**config.mk**
```make
export PLATFORM = sky130hd
export DESIGN_NAME = instr_decode_stage
export DESIGN_NICKNAME = d
export VERILOG_FILES = /design/src/rtl/instr_decode_stage.sv
export SDC_FILE = /design/constraint.sdc
export NUM_CORES = 1
export LEC_CHECK = 0
export ABC_CLOCK_PERIOD_IN_PS = 6100
export BUFFER_PORTS_ARGS = -buffer_cell sky130_fd_sc_hd__buf_2
export CORE_ASPECT_RATIO = 0.6
export CORE_MARGIN = 2
export CORE_UTILIZATION = 50
export CTS_CLUSTER_DIAMETER = 50
export DETAILED_ROUTE_END_ITERATION = 10
export GPL_TIMING_DRIVEN = 0
export PLACE_DENSITY = 0.79
export SLEW_MARGIN = 0
export SYNTH_ARGS = -nofsm -noshare
export SYNTH_HDL_FRONTEND = slang
export SYNTH_SLANG_ARGS = --single-unit
```
**constraint.sdc**
```tcl
create_clock -name clk -period 6.1 [get_ports clk]
set_clock_uncertainty 0.15 [all_clocks]
set_input_delay 1.83 -clock clk [delete_from_list [all_inputs] [get_ports clk]]
set_output_delay 1.83 -clock clk [all_outputs]
set_load 0.03 [all_outputs]
```
**src/rtl/instr_decode_stage.sv**
```systemverilog
// Decode stage feeding the 8x8 register file and execute.
// Read addresses go out combinationally so the register file's registered
// A/B outputs line up with the registered control bundle. Load-use hazards
// insert a one-cycle bubble, and HALT is absorbing until reset.
module instr_decode_stage #(
    parameter int IW = 16,
    parameter int DW = 8,
    parameter int AW = 3
) (
    input  logic          clk,
    input  logic          rst,
    input  logic [IW-1:0] instr_in,
    input  logic          instr_valid,
    output logic          instr_ready,
    output logic [AW-1:0] RA,
    output logic [AW-1:0] RB,
    output logic          dec_valid,
    input  logic          dec_ready,
    output logic [AW-1:0] dec_rd,
    output logic [2:0]    dec_alu_op,
    output logic [DW-1:0] dec_imm,
    output logic          dec_use_imm,
    output logic          dec_reg_write,
    output logic          dec_mem_read,
    output logic          dec_mem_write,
    output logic          dec_branch,
    output logic          halted,
    output logic          illegal
);
    typedef enum logic [1:0] {S_RUN, S_STALL, S_HALT} state_t;

    localparam logic [2:0] ALU_ADD = 3'd0;
    localparam logic [2:0] ALU_SUB = 3'd1;
    localparam logic [2:0] ALU_AND = 3'd2;
    localparam logic [2:0] ALU_OR  = 3'd3;

    state_t        state_q, state_d;
    logic          dec_valid_q, dec_valid_d;
    logic [AW-1:0] rd_q, rd_d, ra_q, ra_d, rb_q, rb_d;
    logic [2:0]    alu_op_q, alu_op_d;
    logic [DW-1:0] imm_q, imm_d;
    logic          use_imm_q, use_imm_d, reg_write_q, reg_write_d;
    logic          mem_read_q, mem_read_d, mem_write_q, mem_write_d;
    logic          branch_q, branch_d, halted_q, halted_d, illegal_q, illegal_d;

    // Instruction fields and decoded view of instr_in
    logic [3:0]           f_op;
    logic [AW-1:0]        f_rd, f_ra, f_rb;
    logic signed [5:0]    f_imm6;
    logic signed [DW-1:0] imm_ext;
    logic [AW-1:0]        n_rd;
    logic [2:0]           n_alu_op;
    logic [DW-1:0]        n_imm;
    logic                 n_use_imm, n_reg_write, n_mem_read, n_mem_write;
    logic                 n_branch, n_illegal, n_uses_rb, n_halt;
    logic                 adv, hazard, accept;

    assign f_op    = instr_in[15:12];
    assign f_rd    = instr_in[11:9];
    assign f_ra    = instr_in[8:6];
    assign f_rb    = instr_in[5:3];
    assign f_imm6  = instr_in[5:0];
    assign imm_ext = {{(DW-6){f_imm6[5]}}, f_imm6};

    // Decode the incoming opcode into a control bundle; NOP/illegal stay all-zero
    always_comb begin
        n_rd        = '0;
        n_alu_op    = ALU_ADD;
        n_imm       = '0;
        n_use_imm   = 1'b0;
        n_reg_write = 1'b0;
        n_mem_read  = 1'b0;
        n_mem_write = 1'b0;
        n_branch    = 1'b0;
        n_illegal   = 1'b0;
        n_uses_rb   = 1'b0;
        n_halt      = 1'b0;
        case (f_op)
            4'h0: ;
            4'h1, 4'h2, 4'h3, 4'h4: begin
                n_rd        = f_rd;
                n_uses_rb   = 1'b1;
                n_reg_write = (f_rd != '0);
                case (f_op)
                    4'h2:    n_alu_op = ALU_SUB;
                    4'h3:    n_alu_op = ALU_AND;
                    4'h4:    n_alu_op = ALU_OR;
                    default: n_alu_op = ALU_ADD;
                endcase
            end
            4'h5, 4'h6: begin
                n_rd        = f_rd;
                n_imm       = imm_ext;
                n_use_imm   = 1'b1;
                n_reg_write = (f_rd != '0);
                n_mem_read  = (f_op == 4'h6);
            end
            4'h7: begin
                n_imm       = imm_ext;
                n_use_imm   = 1'b1;
                n_mem_write = 1'b1;
                n_uses_rb   = 1'b1;
            end
            4'h8: begin
                n_imm     = imm_ext;
                n_alu_op  = ALU_SUB;
                n_branch  = 1'b1;
                n_uses_rb = 1'b1;
            end
            4'hF:    n_halt    = 1'b1;
            default: n_illegal = 1'b1;
        endcase
    end

    // A load in execute whose destination is read by instr_in must bubble once
    assign hazard = dec_valid_q & mem_read_q & (rd_q != '0) &
                    ((f_ra == rd_q) | (n_uses_rb & (f_rb == rd_q)));
    assign adv         = !dec_valid_q | dec_ready;
    assign instr_ready = (state_q == S_RUN) & adv & !hazard;
    assign accept      = instr_valid & instr_ready;
    assign RA          = accept ? f_ra : ra_q;
    assign RB          = accept ? f_rb : rb_q;

    // Next-state: accept loads the bundle, hazard bubbles, backpressure holds
    always_comb begin
        state_d     = state_q;
        dec_valid_d = dec_valid_q;
        rd_d        = rd_q;
        ra_d        = ra_q;
        rb_d        = rb_q;
        alu_op_d    = alu_op_q;
        imm_d       = imm_q;
        use_imm_d   = use_imm_q;
        reg_write_d = reg_write_q;
        mem_read_d  = mem_read_q;
        mem_write_d = mem_write_q;
        branch_d    = branch_q;
        halted_d    = halted_q;
        illegal_d   = 1'b0;
        if (state_q == S_STALL) begin
            state_d = S_RUN;
        end
        if (accept && n_halt) begin
            dec_valid_d = 1'b0;
            state_d     = S_HALT;
            halted_d    = 1'b1;
        end else if (accept) begin
            dec_valid_d = 1'b1;
            rd_d        = n_rd;
            ra_d        = f_ra;
            rb_d        = f_rb;
            alu_op_d    = n_alu_op;
            imm_d       = n_imm;
            use_imm_d   = n_use_imm;
            reg_write_d = n_reg_write;
            mem_read_d  = n_mem_read;
            mem_write_d = n_mem_write;
            branch_d    = n_branch;
            illegal_d   = n_illegal;
        end else if ((state_q == S_RUN) && hazard && instr_valid && adv) begin
            dec_valid_d = 1'b0;
            state_d     = S_STALL;
        end else if (adv) begin
            dec_valid_d = 1'b0;
        end
    end

    // Single state/bundle register with synchronous reset
    always_ff @(posedge clk) begin
        if (rst) begin
            state_q     <= S_RUN;
            dec_valid_q <= 1'b0;
            rd_q        <= '0;
            ra_q        <= '0;
            rb_q        <= '0;
            alu_op_q    <= '0;
            imm_q       <= '0;
            use_imm_q   <= 1'b0;
            reg_write_q <= 1'b0;
            mem_read_q  <= 1'b0;
            mem_write_q <= 1'b0;
            branch_q    <= 1'b0;
            halted_q    <= 1'b0;
            illegal_q   <= 1'b0;
        end else begin
            state_q     <= state_d;
            dec_valid_q <= dec_valid_d;
            rd_q        <= rd_d;
            ra_q        <= ra_d;
            rb_q        <= rb_d;
            alu_op_q    <= alu_op_d;
            imm_q       <= imm_d;
            use_imm_q   <= use_imm_d;
            reg_write_q <= reg_write_d;
            mem_read_q  <= mem_read_d;
            mem_write_q <= mem_write_d;
            branch_q    <= branch_d;
            halted_q    <= halted_d;
            illegal_q   <= illegal_d;
        end
    end

    assign dec_valid     = dec_valid_q;
    assign dec_rd        = rd_q;
    assign dec_alu_op    = alu_op_q;
    assign dec_imm       = imm_q;
    assign dec_use_imm   = use_imm_q;
    assign dec_reg_write = reg_write_q;
    assign dec_mem_read  = mem_read_q;
    assign dec_mem_write = mem_write_q;
    assign dec_branch    = branch_q;
    assign halted        = halted_q;
    assign illegal       = illegal_q;
endmodule

```
==> results.md <==
- Status: finished, final reports clean
- Worst setup EP type: primary output
- Cts hold-fix bufs: 0
- Clock slew at reported path FFs: 0.09 ns
- Switching power: 0.1183 mW
- Yosys reg bits: 27
- Vias in the first global route: 1235
- Max-cap violations: 0
- Buf/Inv on CP: 2
- Comb power frac: 0.249
- Vias: 1402
- GRT Total Usage: 0.2256
- Critical path required time: 4.12 ns
- I/O pins: 49
- Mapped Nets: 181
- Post-CTS setup buffer count: 0
- Synth Warn #: 0
- Starting Density: 0.5251
- Pins over their slew limit: 0
- Register Area: 540.5 sq um
- Post-route ant nets: 0
- Total routed wirelength: 3764 um
- Unrepaired setup endpoints after global routing: false
- P_int: 0.2659 mW
- Synth area leaders: dfxtp_1 36%, mux2i_1 6.0%, nand2_1 5.7%
- Clock latency on the worst-skew pair: 0.27 ns
- Critical Path AT: 3.98 ns
- Die W: 74.89 um
- Area of the multi-input gates: 854.6 sq um
- Netlist cell types: 44
- Dpl hpwl: 2917 um
- F_max: 167.9 MHz
- Sequential element share of the synthesized area: 0.3585
- Critical path startpoint category: input pin
- Post-route clock period utilization: 0.9765
- Vias/cell: 5.563
- Share of layout cells above drive strength 1: 0.3524
- Die area: 3485 sq um
- First-pass GRT wire length: 5802 um
- Max FO, Critical Path: 9
- Synthesized area: 1508 sq um
- Initial DRC count: 112
- Post-synth top area share: 0.3585
- FP Rows: 15
- Slew margin rel.: 0.5758
- Sw frac: 0.3078
- Hold Crit Class: reg2reg
- Cts bufs inserted: 3
- Worst VDD drop: 0.0001377 V
- DP Worst Slack: 0.1528 ns
- Grt ovf: 0
- Kind of critical path: in2out
- Average instance area after synthesis: 9.365 sq um
- Yosys top cell by area: dfxtp_1
- Family with the most delay on the worst path: simple AND/OR/NAND/NOR gates
- Wire per inst: 14.94 um
- CP max-delay cell: or4b_4
- Fin crit period: 5.957 ns
- Commonest non-fill, non-tap cell in the layout: buf_2
- H-tree levels: 1
- Cell Pwr Density: 209.9 nW/um^2
- Pleak: 0.7865 nW
- Fillers: 260
- Slew of the pin with the lowest slew margin: 0.6321 ns
- Largest stage delay on the critical path: 0.57 ns
- Cell count after synthesis: 161
- Most used cell, CP: buf_2
- Critical Path, Cell by Cell: buf_2 > or4b_4 > and4_4 > o31a_4 > o21ai_4 > mux2_2 > buf_2
- Port bufs: 45
- Max clock buf depth: 2
- Final hold vios: 0
- Final WS setup: 0.1432 ns
- Area Overhead vs Synth: 21.41%
- Final Setup Violations: 0
- Most frequent cells in the layout: 45 x buf_2, 27 x dfxtp_1, 23 x nand2_1
- Clock network power share: 0.264
- Clock net sink count: 27
- Core Region: 2872 sq um
- Die H: 46.54 um
- Initial antenna violation count: 0
- Routability Congestion: 0.8759
- Largest net degree at the start of global routing: 15
- Sequential power share: 0.487
- Drt pass-1 iters: 4
- Fin Setup TNS: 0 ns
- CTS root buf: clkbuf_8
- Final routed DRC violation total: 0
- TritonCTS clock tree: built
- Nets@finish: 231
- Antenna cells: 0
- CTS resizes: 0
-- per-layer routing --
layer	part of all wire	track usage	vias to the layer above
li1	-	-	683
met1	0.46	0.3097	648
met2	0.44	0.3596	69
met3	0.088	0.05689	2
met4	0.0029	0.05000	0
met5	0	0	-
-- state kept, by name (all words and copies together), names as in the netlist --
| name | count |
|---|---|
| dec_mem_write | 1 |
| dec_rd | 3 |
| dec_valid | 1 |
| illegal | 1 |
| state_q | 2 |
| dec_reg_write | 1 |
| dec_branch | 1 |
| dec_alu_op | 2 |
| rb_q | 3 |
| ra_q | 3 |
| dec_mem_read | 1 |
| dec_use_imm | 1 |
| dec_imm | 6 |
| halted | 1 |
-- power by group through the flow --
stage / sequential, mW / clock [mW] / combinational (mW)
finish: 0.187 / 0.101 / 0.0957
global route: 0.188 / 0.112 / 0.102
CTS: 0.187 / 0.102 / 0.0952
detailed placement: 0.191 / 0 / 0.0948
global placement: 0.191 / 0 / 0.0917
floorplan: 0.199 / 0 / 0.0601
-- tightest hold or removal path: cells and delay by family (launching register included) --
family	cells	cell delay [ns]
DFF	1	0.32
buffers and inverters	1	0.05
AOI/OAI and AO/OA	1	0.05
-- cells by family (layout without fill, tap and decap cells) --
| group | count (synthesis) | in the layout | synth area share |
|---|---|---|---|
| xor gates and xnor gates | 7 | 7 | 0.04066 |
| DFF | 27 | 27 | 0.3585 |
| and+or+nand+nor | 49 | 49 | 0.1909 |
| buffers and inverters | 22 | 71 | 0.07468 |
| muxes | 17 | 17 | 0.1220 |
| AOI/OAI and AO/OA | 38 | 38 | 0.2108 |
| other | 1 | 1 | 0.002487 |
-- cell usage after synthesis (all sizes together) --
master / n
nor2b: 3
nand4b: 1
nand3: 4
nand2: 23
buf: 6
a211o: 1
nor4bb: 1
o311ai: 2
nor3b: 1
dfxtp: 27
clkbuf: 6
o311a: 1
a2111oi: 1
nor4b: 1
and2: 3
clkinv: 1
or3b: 1
nor2: 3
o32ai: 7
a21oi: 6
xor2: 1
and3: 2
and4: 1
or3: 1
conb: 1
nor4: 1
o31ai: 6
o211ai: 3
nor3: 2
o31a: 1
inv: 9
mux2i: 9
mux2: 8
xnor2: 6
or4b: 1
o21bai: 2
o21ai: 8
-- cell type report --
type / count / area share
Multi-Input combinational cell: 112 / 0.4668
Sequential cell: 27 / 0.2953
Timing Repair Buffer: 45 / 0.1230
Buffer: 12 / 0.04101
Tap cell: 42 / 0.02871
Clock buffer: 4 / 0.02461
Inverter: 10 / 0.02051
-- metrics by stage --
step	area, sq um	power [mW]	util	hold WS (ns)	std cells
floorplan	1508	0.2589	-	0.2813	161
global placement	1785	0.2825	0.6218	0.2815	248
detailed placement	1785	0.2860	0.6218	0.2936	248
CTS	1831	0.3844	0.6375	0.3049	252
global route	1831	0.4020	0.6375	0.3222	252
finish	1831	0.3842	0.6375	0.3018	252
-- final timing paths --
path | depth (start not counted) | slack [ns] | end | from
hold / removal | 2 | 0.30 | halted | halted
hold reg to reg | 2 | 0.30 | halted | halted
setup / recovery | 7 | 0.14 | RA[0] | instr_in[14]
setup reg to reg | 5 | 3.64 | dec_branch | dec_rd[0]
Note: power is estimated with default switching activity, not from simulation.
